**src/rtl/mult_pkg.sv**
```systemverilog
// mult_pkg: shared types and constants for the radix-2 Booth multiplier.
//   MULT_WIDTH : default operand width
//   ITER       : Booth iterations for the default width (WIDTH+1)
//   state_e    : controller states IDLE / RUN / DONE
//   op_e       : per-iteration Booth operation NOP / ADD / SUB
package mult_pkg;

  localparam int MULT_WIDTH = 32;
  localparam int ITER       = MULT_WIDTH + 1;

  typedef enum logic [1:0] {IDLE = 2'd0, RUN = 2'd1, DONE = 2'd2} state_e;
  typedef enum logic [1:0] {NOP = 2'd0, ADD = 2'd1, SUB = 2'd2} op_e;

  // One iteration per multiplier bit plus one for the extension bit of Q.
  function automatic int iter_count(input int w);
    return w + 1;
  endfunction

  // Booth recoding of the pair {Q[0], q_1}.
  function automatic op_e booth_op(input logic [1:0] pair);
    case (pair)
      2'b01:   return ADD;
      2'b10:   return SUB;
      default: return NOP;
    endcase
  endfunction

endpackage

```
**src/rtl/booth_step.sv**
```systemverilog
// booth_step: one combinational radix-2 Booth iteration.
//   i_acc / i_q / i_q1 : current {ACC, Q, q_1}
//   i_m                : extended multiplicand
//   o_acc / o_q / o_q1 : {ACC, Q, q_1} after add/sub and arithmetic shift right
module booth_step
  import mult_pkg::*;
#(
  parameter int WIDTH = MULT_WIDTH
) (
  input  logic [WIDTH+1:0] i_acc,
  input  logic [WIDTH:0]   i_q,
  input  logic             i_q1,
  input  logic [WIDTH+1:0] i_m,
  output logic [WIDTH+1:0] o_acc,
  output logic [WIDTH:0]   o_q,
  output logic             o_q1
);

  logic [WIDTH+1:0] w_sum;

  // Add/sub wraps modulo 2^(WIDTH+2); the guard bits keep the result exact.
  always_comb begin
    w_sum = i_acc;
    case (booth_op({i_q[0], i_q1}))
      ADD:     w_sum = i_acc + i_m;
      SUB:     w_sum = i_acc - i_m;
      default: w_sum = i_acc;
    endcase
  end

  // Arithmetic shift of {ACC, Q, q_1}: ACC MSB replicates, ACC LSB enters Q.
  assign o_acc = {w_sum[WIDTH+1], w_sum[WIDTH+1:1]};
  assign o_q   = {w_sum[0], i_q[WIDTH:1]};
  assign o_q1  = i_q[0];

endmodule

```
**src/rtl/booth_mult.sv**
```systemverilog
// booth_mult: multi-cycle radix-2 Booth multiplier (MULT, optionally MULTU).
//   clk        : rising-edge clock
//   Reset      : asynchronous active-low reset
//   A, B       : multiplicand / multiplier, sampled on the start edge
//   MultIn     : start request, honoured only in IDLE
//   MultU      : (MULT_UNSIGNED_EN builds only) 1 = zero-extend operands
//   MultBusy   : high in RUN and DONE
//   MultStop   : one-cycle completion pulse
//   resultHigh : product bits [2*WIDTH-1:WIDTH]
//   resultLow  : product bits [WIDTH-1:0]
// Build option: define MULT_UNSIGNED_EN to add the MultU port.
module booth_mult
  import mult_pkg::*;
#(
  parameter int WIDTH = MULT_WIDTH
) (
  input  logic             clk,
  input  logic             Reset,
`ifdef MULT_UNSIGNED_EN
  input  logic             MultU,
`endif
  input  logic [WIDTH-1:0] A,
  input  logic [WIDTH-1:0] B,
  input  logic             MultIn,
  output logic             MultBusy,
  output logic             MultStop,
  output logic [WIDTH-1:0] resultHigh,
  output logic [WIDTH-1:0] resultLow
);

  localparam int ITER_N = iter_count(WIDTH);
  localparam int CW     = $clog2(ITER_N + 1);

  state_e           r_state;
  logic [CW-1:0]    r_cnt;
  logic [WIDTH+1:0] r_m;
  logic [WIDTH+1:0] r_acc;
  logic [WIDTH:0]   r_q;
  logic             r_q1;
  logic             r_busy;
  logic             r_stop;
  logic [WIDTH-1:0] r_hi;
  logic [WIDTH-1:0] r_lo;

  logic             w_sx;
  logic [WIDTH+1:0] w_acc_n;
  logic [WIDTH:0]   w_q_n;
  logic             w_q1_n;

  // Sign-extension enable for the operands.
`ifdef MULT_UNSIGNED_EN
  assign w_sx = ~MultU;
`else
  assign w_sx = 1'b1;
`endif

  booth_step #(.WIDTH(WIDTH)) u_step (
    .i_acc (r_acc),
    .i_q   (r_q),
    .i_q1  (r_q1),
    .i_m   (r_m),
    .o_acc (w_acc_n),
    .o_q   (w_q_n),
    .o_q1  (w_q1_n)
  );

  always_ff @(posedge clk or negedge Reset) begin
    if (!Reset) begin
      r_state <= IDLE;
      r_cnt   <= '0;
      r_m     <= '0;
      r_acc   <= '0;
      r_q     <= '0;
      r_q1    <= 1'b0;
      r_busy  <= 1'b0;
      r_stop  <= 1'b0;
      r_hi    <= '0;
      r_lo    <= '0;
    end else begin
      case (r_state)
        IDLE: begin
          if (MultIn) begin
            r_m     <= {{2{w_sx & A[WIDTH-1]}}, A};
            r_acc   <= '0;
            r_q     <= {w_sx & B[WIDTH-1], B};
            r_q1    <= 1'b0;
            r_cnt   <= CW'(ITER_N);
            r_busy  <= 1'b1;
            r_state <= RUN;
          end
        end
        RUN: begin
          r_acc <= w_acc_n;
          r_q   <= w_q_n;
          r_q1  <= w_q1_n;
          r_cnt <= r_cnt - 1'b1;
          if (r_cnt == CW'(1)) begin
            // Low 2*WIDTH bits of the post-shift {ACC, Q}: Q holds bits
            // [WIDTH:0], ACC[WIDTH-2:0] holds bits [2*WIDTH-1:WIDTH+1].
            r_hi    <= {w_acc_n[WIDTH-2:0], w_q_n[WIDTH]};
            r_lo    <= w_q_n[WIDTH-1:0];
            r_stop  <= 1'b1;
            r_state <= DONE;
          end
        end
        DONE: begin
          r_stop  <= 1'b0;
          r_busy  <= 1'b0;
          r_state <= IDLE;
        end
        default: r_state <= IDLE;
      endcase
    end
  end

  assign MultBusy   = r_busy;
  assign MultStop   = r_stop;
  assign resultHigh = r_hi;
  assign resultLow  = r_lo;

endmodule

```
**config.mk**
```make
export PLATFORM = sky130hd
export DESIGN_NAME = booth_mult
export DESIGN_NICKNAME = d
export VERILOG_FILES = /design/src/rtl/mult_pkg.sv /design/src/rtl/booth_step.sv /design/src/rtl/booth_mult.sv
export SDC_FILE = /design/constraint.sdc
export NUM_CORES = 1
export LEC_CHECK = 0
export CAP_MARGIN = 40
export CORE_ASPECT_RATIO = 2
export CORE_MARGIN = 1.5
export CORE_UTILIZATION = 35
export CTS_BUF_LIST = sky130_fd_sc_hd__clkbuf_8 sky130_fd_sc_hd__clkbuf_16
export DETAILED_ROUTE_END_ITERATION = 16
export GPL_ROUTABILITY_DRIVEN = 0
export PLACE_DENSITY = 0.59
export SETUP_SLACK_MARGIN = 0.4
export SKIP_CTS_REPAIR_TIMING = 1
export SLEW_MARGIN = 20
export SYNTH_ARGS = -nofsm -noshare
export SYNTH_HDL_FRONTEND = slang
export SYNTH_SLANG_ARGS = --single-unit
```
**constraint.sdc**
```tcl
create_clock -name clk -period 5.5 [get_ports clk]
set_input_delay 1.1 -clock clk [delete_from_list [all_inputs] [get_ports clk]]
set_output_delay 1.1 -clock clk [all_outputs]
set_load 0.02 [all_outputs]
```
==> impl_metrics.json <==
{
  "status": "finished, final reports clean",
  "skew_ps": 9.34,
  "synth_top_flop_cell": "dfrtp_1",
  "finalHoldViolCount": 0,
  "fin_setup_tns_ps": 0,
  "crit_type": "reg2reg",
  "worst_pin_slew_ps": 702,
  "grt_pass1_vias": 8415,
  "setup_violations": 0,
  "drtIter0Drc": 425,
  "max_cap_viol_count": 0,
  "grt_max_degree": 102,
  "syn2layout_area_growth_pct": 24.3,
  "die_x_um": 119,
  "hpwl_mm": 20.3,
  "synth_compound_area_share_pct": 16.4,
  "clkSinkCount": 173,
  "syn_nets": 1218,
  "vias": 8188,
  "cts-buffers-inserted": 17,
  "wl_mm": 27.4,
  "rrSetupSlack_ps": 930,
  "min_path_type": "reg2reg",
  "finalMaxSlewViolations": 0,
  "clock.fmax_mhz": 219,
  "cts_tree": "done",
  "root_buffer": "clkbuf_16",
  "hold_ws_ps": 473,
  "clk_latency_ps": 450,
  "drc": 0,
  "synthCells": 1113,
  "core_mm2": 0.0264,
  "path_clk_slew_ps": 60,
  "min_period_ps": 4570,
  "timing.final.crit_share_pct": 83.1,
  "row_count": 84,
  "cts_buffer_depth": 2,
  "dieArea_mm2": 0.0281,
  "boundaryPins": 133,
  "via_per_inst": 5.21,
  "antenna_found_initial": 0,
  "n_antenna_cell": 0,
  "required_ps": 5800,
  "gr-usage-all-layers_pct": 20.3,
  "final_layout_size_suffix_gt1_share_pct": 5.21,
  "rsz0062_at_grt": "false",
  "die_h_um": 235,
  "critPathCaptureType": "flip-flop",
  "final_net_count": 1320,
  "yosysWarnings": 0,
  "io_buffers": 132,
  "synth_edf_count": 0,
  "synthAdderAreaFrac_pct": 5.11,
  "synth-xor-area-share_pct": 5.37,
  "arrival_ps": 4870,
  "dpl.cell_count": 1540,
  "async_flop_share_pct": 100,
  "crit_path_max_fanout": 6,
  "firstDrtPassIters": 5,
  "yosysUniqueCellTypes": 60,
  "syn_area_per_cell_um2": 8.49,
  "maxSlewHeadroom_pct": 53.2,
  "worstSetupStartpointType": "flip-flop",
  "netlist_area_mm2": 0.00945,
  "synth_top_family_by_area": "simple AND/OR/NAND/NOR gates",
  "ys_seq_elements": 173,
  "synth-simple-area-share_pct": 21.9,
  "synthMuxAreaShare_pct": 2.07,
  "ant_nets": 0,
  "wl_per_cell_um": 17.5,
  "overflow": 0,
  "htree_num_levels": 4,
  "ys_seq_area_share_pct": 45.8,
  "fin_cells": 1572,
  "start_util_pct": 35.8,
  "grt_pass1_wl_mm": 44.0
}
synth_stat cells, types with 2 or more instances:
library cell  count  area share, %
mux2_2            2           0.24
a2111o_1          2           0.24
xor2_1           10           0.93
o22a_1            2           0.19
nor4b_1           2           0.19
nor2b_1           6           0.40
nand2b_1          7           0.46
nand3_1          46            2.4
and2_1            3           0.20
nor3b_1           2           0.16
a21boi_0          2           0.16
o31a_1            2           0.19
o31ai_1           5           0.40
o21ai_0          91            4.8
ha_1             37            4.9
nor2_1           63            2.5
a21oi_1          67            3.5
or3_1             2           0.13
nor3_1           14           0.74
xnor2_1          48            4.4
clkbuf_1         52            2.1
a211oi_1          3           0.24
o211ai_1          6           0.48
o21bai_1          3           0.24
and3_1            3           0.20
a21o_1           15            1.2
or3_2             2           0.16
buf_1            10           0.40
or4_4             3           0.36
a31oi_1          13           0.86
or2_2             4           0.26
o41ai_1           2           0.19
nand2_1         312             12
nand4_1           5           0.33
o21a_1            3           0.24
a22oi_1          33            2.6
dfrtp_1         173             46
mux2i_1          15            1.6
inv_1            19           0.75
nor4_1            4           0.26
worst max-delay path: stages (launching register included):
cell	delay, ps
dfrtp_1	430
or4_4	560
nor4b_2	390
nand2b_1	170
nor2_1	310
nand2_1	130
nor3_1	300
a21oi_1	140
xnor2_1	320
ha_1	370
a21o_1	200
a21o_1	170
a21oi_1	210
o31ai_1	100
a31oi_1	220
xnor2_1	90
mux2i_1	190
o21ai_0	110
sequential cells by signal (all words and copies together), names as in the netlist:
name and cells:
r_m 32, MultBusy 1, r_q 33, resultLow 32, MultStop 1, r_cnt 6, r_acc 33, r_state 2
r_q1 1, resultHigh 32
stage by stage:
step                      setup slack [ps]  instance area, µm²  util, %
after floorplan                       1490                9450        -
after global placement                 800               11100     42.0
after detailed placement               718               11100     42.2
after CTS                              666               11700     44.5
after global routing                   561               11700     44.5
final                                  931               11700     44.5
cell families (layout without fill, tap and decap cells):
kind of cell,Yosys count,count (layout)
buf+inv,83,198
compound gates,258,258
simple gates,485,485
xor+xnor,58,58
flops,173,173
mux,18,18
fa+ha+maj,38,38
metal layers:
layer / routed length (µm) / track usage (%)
met1: 9630 / 19.3
met2: 15500 / 39.3
met3: 699 / 2.98
met4: 1610 / 13.4
met5: 0 / 0
cells in the final DEF, fill, tap and decap left out, types with 10 or more instances in the layout:
| master | netlist | final |
|---|---|---|
| a21oi_1 | 67 | 67 |
| xnor2_1 | 48 | 48 |
| dfrtp_1 | 173 | 173 |
| clkbuf_16 | 0 | 17 |
| nor3_1 | 14 | 14 |
| mux2i_1 | 15 | 15 |
| nand2_1 | 312 | 311 |
| nand3_1 | 46 | 46 |
| buf_4 | 1 | 11 |
| nor2_1 | 63 | 61 |
| a22oi_1 | 33 | 33 |
| a21o_1 | 15 | 15 |
| clkdlybuf4s50_1 | 0 | 131 |
| o21ai_0 | 91 | 91 |
| xor2_1 | 10 | 10 |
| ha_1 | 37 | 37 |
| inv_1 | 19 | 23 |
| a31oi_1 | 13 | 13 |
layout make-up:
class | count | area, µm²
Fill cell | 2640 | 14600
Multi-Input combinational cell | 857 | 4840
Sequential cell | 173 | 4330
Timing Repair Buffer | 146 | 1460
Clock buffer | 20 | 467
Tap cell | 344 | 430
Clock inverter | 12 | 148
Inverter | 20 | 75.1
worst paths after layout:
kind,startpoint,to,cells after the start
worst min-delay path,r_cnt[5]$_DFFE_PN0P_,r_cnt[5]$_DFFE_PN0P_,1
worst max register to register,r_m[3]$_DFFE_PN0P_,r_acc[30]$_DFFE_PN0P_,17
worst max-delay path,r_m[3]$_DFFE_PN0P_,r_acc[30]$_DFFE_PN0P_,17
max in group asynchronous,Reset,r_m[7]$_DFFE_PN0P_,2
min in group asynchronous,Reset,resultLow[23]$_DFFE_PN0P_,1
worst min register to register,r_cnt[5]$_DFFE_PN0P_,r_cnt[5]$_DFFE_PN0P_,1
Power is left out: the tool's default activity adds up to more than one toggle a clock period on the data nets, which glitch-free logic cannot reach.
